`src/rtl/seq_det_pkg.sv`:
```
// seq_det_pkg: shared FSM state encoding for the serial sequence detector.
package seq_det_pkg;
  typedef enum logic [1:0] {
    IDLE = 2'b00,
    FILL = 2'b01,
    RUN  = 2'b10
  } state_t;
endpackage

```
`src/rtl/sat_counter.sv`:
```
// sat_counter: W-bit counter that saturates at all-ones; clr wins over inc.
module sat_counter #(
  parameter int W = 8
) (
  input  logic         clk,
  input  logic         reset,
  input  logic         inc,
  input  logic         clr,
  output logic [W-1:0] count
);
  always_ff @(posedge clk or negedge reset)
    if (!reset) count <= '0;
    else if (clr) count <= '0;
    else if (inc && count != '1) count <= count + 1'b1;
endmodule

```
`src/rtl/seq_detector_param.sv`:
```
// seq_detector_param: Mealy serial pattern detector, MSB of pattern received first.
// Optional match counter (cnt_clr/match_cnt) enabled by SEQ_DET_MATCH_CNT_EN.
module seq_detector_param
  import seq_det_pkg::*;
#(
  parameter int PAT_W = 4,
  parameter int CNT_W = 8
) (
  input  logic             clk,
  input  logic             reset,
  input  logic             cfg_load,
  input  logic [PAT_W-1:0] pattern,
  input  logic             overlap_en,
  input  logic             ain_valid,
  input  logic             ain,
`ifdef SEQ_DET_MATCH_CNT_EN
  input  logic             cnt_clr,
  output logic [CNT_W-1:0] match_cnt,
`endif
  output logic             yout,
  output logic             yout_q,
  output logic             busy
);
  localparam int HW = PAT_W - 1;
  localparam int FW = $clog2(PAT_W);
  localparam logic [FW-1:0] FULL = FW'(PAT_W - 1);
  state_t           state, state_n;
  logic [HW-1:0]    hist, hist_n;
  logic [FW-1:0]    fill, fill_n;
  logic [PAT_W-1:0] pat_q, pat_n, window;
  logic             ov_q, ov_n, accept;
  always_ff @(posedge clk or negedge reset)
    if (!reset) begin
      state  <= IDLE;
      hist   <= '0;
      fill   <= '0;
      pat_q  <= '0;
      ov_q   <= 1'b0;
      yout_q <= 1'b0;
    end else begin
      state  <= state_n;
      hist   <= hist_n;
      fill   <= fill_n;
      pat_q  <= pat_n;
      ov_q   <= ov_n;
      yout_q <= yout;
    end
  // cfg_load discards any simultaneous bit; a non-overlapping match restarts the fill
  always_comb begin
    window  = {hist, ain};
    accept  = ain_valid && !cfg_load && state != IDLE;
    yout    = accept && state == RUN && window == pat_q;
    busy    = state == FILL;
    state_n = state;
    hist_n  = hist;
    fill_n  = fill;
    pat_n   = pat_q;
    ov_n    = ov_q;
    if (cfg_load) begin
      pat_n   = pattern;
      ov_n    = overlap_en;
      hist_n  = '0;
      fill_n  = '0;
      state_n = FILL;
    end else if (yout && !ov_q) begin
      hist_n  = '0;
      fill_n  = '0;
      state_n = FILL;
    end else if (accept) begin
      hist_n  = window[HW-1:0];
      fill_n  = fill == FULL ? fill : fill + 1'b1;
      state_n = fill_n == FULL ? RUN : FILL;
    end
  end
`ifdef SEQ_DET_MATCH_CNT_EN
  sat_counter #(.W(CNT_W)) u_match_cnt (
    .clk  (clk),
    .reset(reset),
    .inc  (yout),
    .clr  (cnt_clr),
    .count(match_cnt)
  );
`endif
endmodule

```
`config.mk`:
```
export PLATFORM = sky130hd
export DESIGN_NAME = seq_detector_param
export DESIGN_NICKNAME = d
export VERILOG_FILES = /design/src/rtl/seq_det_pkg.sv /design/src/rtl/sat_counter.sv /design/src/rtl/seq_detector_param.sv
export SDC_FILE = /design/constraint.sdc
export NUM_CORES = 1
export LEC_CHECK = 0
export ABC_CLOCK_PERIOD_IN_PS = 1900
export BUFFER_PORTS_ARGS = -buffer_cell sky130_fd_sc_hd__buf_4
export CAP_MARGIN = 30
export CORE_AREA = 2 2 47 49
export CTS_CLUSTER_DIAMETER = 60
export DETAILED_ROUTE_END_ITERATION = 10
export DIE_AREA = 0 0 49 51
export SETUP_SLACK_MARGIN = 0.4
export SYNTH_ARGS = -nofsm -noshare
export SYNTH_HDL_FRONTEND = slang
export SYNTH_HIERARCHICAL = 1
export SYNTH_SLANG_ARGS = --single-unit
```
`constraint.sdc`:
```
create_clock -name clk -period 1.9 [get_ports clk]
set_input_delay 0.095 -clock clk [delete_from_list [all_inputs] [get_ports clk]]
set_output_delay 0.095 -clock clk [all_outputs]
set_load 0.005 [all_outputs]
```
# After elaboration in Yosys (flattened, before gate mapping)
# Cells that the tools add are included.
# W data, S select, Z words.
totals:
  elab_cells: 32
  register_bits: 13
  in_bits: 10
op_classes:
  eq_ne: 5
  addsub: 1
  n_reduce_logical: 9
  muxes: 11
op_table:
  columns: ["op", "count"]
  rows:
  - ["$mux W2", 8]
  - ["$mux W3", 3]
  - ["$eq A2 B2 Y1 const B", 3]
  - ["$logic_and A1 B1 Y1", 5]
  - ["$eq A4 B4 Y1", 1]
  - ["$reduce_bool A3 Y1", 1]
  - ["$add A2 B1 Y2 const B", 1]
  - ["$eq A2 B1 Y1 const B", 1]
  - ["$logic_not A1 Y1", 2]
  - ["$reduce_bool A2 Y1", 1]

# Longest topological paths before layout
depth:
  word_depth: 8
  ltp_mapped: 6
  mapped_depth_nobuf: 4

# Worst setup path after synthesis
# OpenSTA, ideal clock, no wires.
synth_path:
  kind: "reg2reg"
  startpoint: "reg hist[0]"
  endpoint: "reg state[1]"
  path_slack_ns: 0.449
  path_stages_with_launch: 6
  path_buffers: 1
  arrival_time_ns: 1.329
  period_less_slack_ns: 1.451
  cell_sequence: "dfrtp_1 xnor2_1 nand3_1 or3_1 buf_2 a32o_1"
synth_between:
  elab_chain_cells: 5
  word_cells_on_any_way: 6
synth_lines:
  columns: ["element", "line", "rtl"]
  rows:
  - ["from (decl)", "seq_detector_param.sv:28", "logic [HW-1:0] hist, hist_n;"]
  - ["from (signal assigned)", "seq_detector_param.sv:42", "hist <= hist_n;"]
  - ["$eq A4 B4 Y1 (*)", "seq_detector_param.sv:52", "yout = accept && state == RUN && window == pat_q;"]
  - ["$logic_and A1 B1 Y1 (*)", "seq_detector_param.sv:52", null]
  - ["$logic_and A1 B1 Y1 (*)", "seq_detector_param.sv:65", "end else if (yout && !ov_q) begin"]
  - ["$mux W2", "seq_detector_param.sv:65", null]
  - ["$mux W2", "seq_detector_param.sv:59", "if (cfg_load) begin"]
  - ["to (signal assigned)", "seq_detector_param.sv:41", "state <= state_n;"]
  - ["to (decl)", "seq_detector_param.sv:27", "state_t state, state_n;"]
# Every way passes the cells marked *; elsewhere a longest branch is shown, timed or not.
# A chain may end at the register's enable or synchronous reset.

# Worst setup path in the final report
layout_path:
  startpoint: "reg hist[1]"
  endpoint: "reg state[1]"
# Same word-level chain as after synthesis.

==> qor.csv <==
stage,metric,value,unit
sta,post-route setup slack,402.1,ps
finish,final non-filler cell total,88,
synth,Syn Nets,55,
power_and_ir_drop,Leak Pwr,0.3027,nW
detailed_routing,DRC,0,
finish,n_diodes,0,
floorplan,io pins,13,
sta,"Hold Vio Cnt, Final",0,
place,I/O Buffers,12,
sta,Max Slew Vio Count,0,
synth,Gate Count Post-Synth,45,
worst_setup_path,kind of critical path,flop to flop,
detailed_routing,Avg WL per Cell,11.48,um
clocking,H-Tree Depth,1,
sta,unrepaired setup endpoints after global routing,yes,
power_and_ir_drop,Max IR drop VDD,0.4037,mV
grt,gr usage total,9.454,%
synth,most frequently used flop master after synthesis,dfrtp_1,
worst_setup_path,"Cell Chain, Critical Path",xnor2_1 -> nand3_1 -> or3_4 -> a32o_1,
sta,fin crit share,78.84,%
detailed_routing,drt first pass iters,6,
finish,synthesis-to-layout area growth,26.08,%
worst_setup_path,Required @ worst endpoint,2070,ps
worst_setup_path,Critical Path Max Stage Delay,430,ps
sta,Max-slew headroom,81.89,%
clocking,Root Buffer,clkbuf_4,
synth,Yosys top cell area share,56.03,%
detailed_routing,vias post-DR,402,
detailed_routing,Final ANT Viol Nets,0,
clocking,worst-skew pair later-pin latency,270,ps
place,placed cell count,83,
place,Place WS,350.0,ps
synth,mapped cell area,580.6,um2
grt,first-pass GRT wire length,1.807,mm
synth,largest area contributor in the netlist,dfrtp_1,
detailed_routing,final WL,1.010,mm
grt,antenna violations before repair,0,
power_and_ir_drop,Pwr Density,751.6,mW/mm2
clocking,CTS Buffer Depth,2,
synth,sequential share of the synthesized area,56.03,%
synth,yosys warns,6,
worst_setup_path,slowest CP cell,or3_4,
synth,Post-synth EDFFs,0,
worst_setup_path,CP endpoint kind,flop,
floorplan,Starting Density,28.14,%
synth,Async SR Flop Fraction,100.0,%
place,hpwl dp,777.6,um
floorplan,die height,51,um
detailed_routing,initial DRC count,11,
sta,setup TNS,0,ps
place,gpl congestion,0.7774,
synth,synth cell count leaders,"dfrtp_1, a32o_1, mux2_2, xnor2_1, nor2_1",
grt,largest net degree at the start of global routing,14,
floorplan,core area,0.002063,mm2
synth,Synth cell types,19,
finish,fill count,201,
sta,Worst Tran Pin Value,270.6,ps
synth,Synth area leaders,"dfrtp_1, mux2_2, a32o_1, xnor2_1, buf_6",
clocking,CTS Buf Count,3,
synth,syn_area_per_cell,12.90,um2
synth,Seq cells post-synth,13,
min_path,Worst Hold Class,input pin to flop,
grt,GRT Residual Overflow,0,
sta,Max Fclk,667.6,MHz
sta,Final setup viols,0,
floorplan,# rows,17,
floorplan,Die Wd,49,um
clocking,CTS tree,yes,
status,status,"complete, no violations",
finish,share of post-route cells with drive strength above 1,40.00,%
sta,Final Skew,5.932,ps
detailed_routing,drt via density,4.568,
finish,Nets,71,
synth,most common cell in the netlist,dfrtp_1,
worst_setup_path,data arrival time of the critical path,1660,ps
clocking,Sink Count,13,
worst_setup_path,CP Launch Type,flop,
clocking,clk slew on worst S/H paths,80,ps
grt,vias in the first global route,424,
floorplan,die area,0.002499,mm2
run,Max Cap Viol,0,
worst_setup_path,CP max FO,6,
clocking,postcts setup bufs,0,
sta,fin crit period,1498,ps
-- per-stage QoR --
stage | total power [mW] | hold slack [ps] | utilization, % | instance area, um2
floorplan | 0.3581 | -200.6 | - | 580.6
global placement | 0.3869 | -52.71 | 33.41 | 689.4
detailed placement | 0.3887 | -54.61 | 33.41 | 689.4
CTS | 0.5590 | 39.45 | 35.48 | 732.0
global route | 0.5871 | 35.99 | 35.48 | 732.0
finish | 0.5502 | 49.18 | 35.48 | 732.0
-- critical path, delay by kind of cell (launching register included) --
kind / cells / cell delay, ps
AND/OR/NAND/NOR: 2 / 560
XOR/XNOR: 1 / 160
AO/OA/AOI/OAI: 1 / 260
flip-flops: 1 / 410
-- timing repair --
| action | 4_1_cts | 5_1_grt |
|---|---|---|
| pin swaps | 1 | 1 |
| setup endpoints to repair | 5 | 7 |
| endpoints found under the hold margin | 13 | 0 |
| resized for setup | 1 | 0 |
| hold buffers | 1 | 0 |
-- area by class of cell --
type | count | area (um2) | area share (%)
clock inverters | 1 | 5.005 | 0.6838
clock buffers | 3 | 22.52 | 3.077
well taps | 28 | 35.03 | 4.786
repair buffers | 13 | 100.1 | 13.68
multi-input cells | 30 | 244.0 | 33.33
flip-flops and latches | 13 | 325.3 | 44.44
-- placed cells by master, fill, tap and decap left out, drive strengths merged --
| cell | count |
|---|---|
| nor3 | 2 |
| buf | 12 |
| nand3 | 1 |
| mux2 | 5 |
| and2b | 1 |
| a32o | 5 |
| a32oi | 1 |
| dlygate4sd3 | 1 |
| dfrtp | 13 |
| nor2 | 4 |
| o21a | 1 |
| nor2b | 1 |
| nand2 | 1 |
| clkbuf | 3 |
| a21oi | 1 |
| nand2b | 1 |
| xnor2 | 4 |
| nand4 | 1 |
| clkinv | 1 |
| or3 | 1 |
-- final timing paths --
path                                  from  cells past startpoint  slack, ps        to
worst max-delay path               hist[1]                      4        400  state[1]
worst min-delay path            pattern[2]                      2         50  pat_q[2]
worst max register to register     hist[1]                      4        400  state[1]
worst min register to register     hist[2]                      1        530   hist[2]
max in group asynchronous            reset                      2       1550   fill[0]
min in group asynchronous            reset                      2        190  pat_q[2]
-- kinds of logic after synthesis --
kind of cell | share of synthesized area (%)
xor gates and xnor gates | 6.034
AOI/OAI and AO/OA | 12.28
DFF | 56.03
muxes | 9.698
buffers and inverters | 2.801
and+or+nand+nor | 13.15
-- per-layer routing --
metal / wire, um / global-route usage, % / up-vias
li1: - / - / 196
met1: 481 / 12.13 / 190
met2: 467 / 14.61 / 14
met3: 54 / 2.047 / 2
met4: 6 / 5.714 / 0
met5: 0 / 0 / -
-- flip-flops by register name (all words and copies together) (netlist names) --
signal / cells
pat_q: 4
fill: 2
hist: 3
ov_q: 1
yout_q: 1
state: 2
-- where the power goes --
part,switching [mW],leakage (nW),internal [mW]
Sequential,0.0157,0.163,0.295
Clock,0.0877,0.0177,0.0779
Combinational,0.0297,0.122,0.0442
Total,0.133,0.303,0.417
Note: power is estimated with default switching activity, not from simulation.
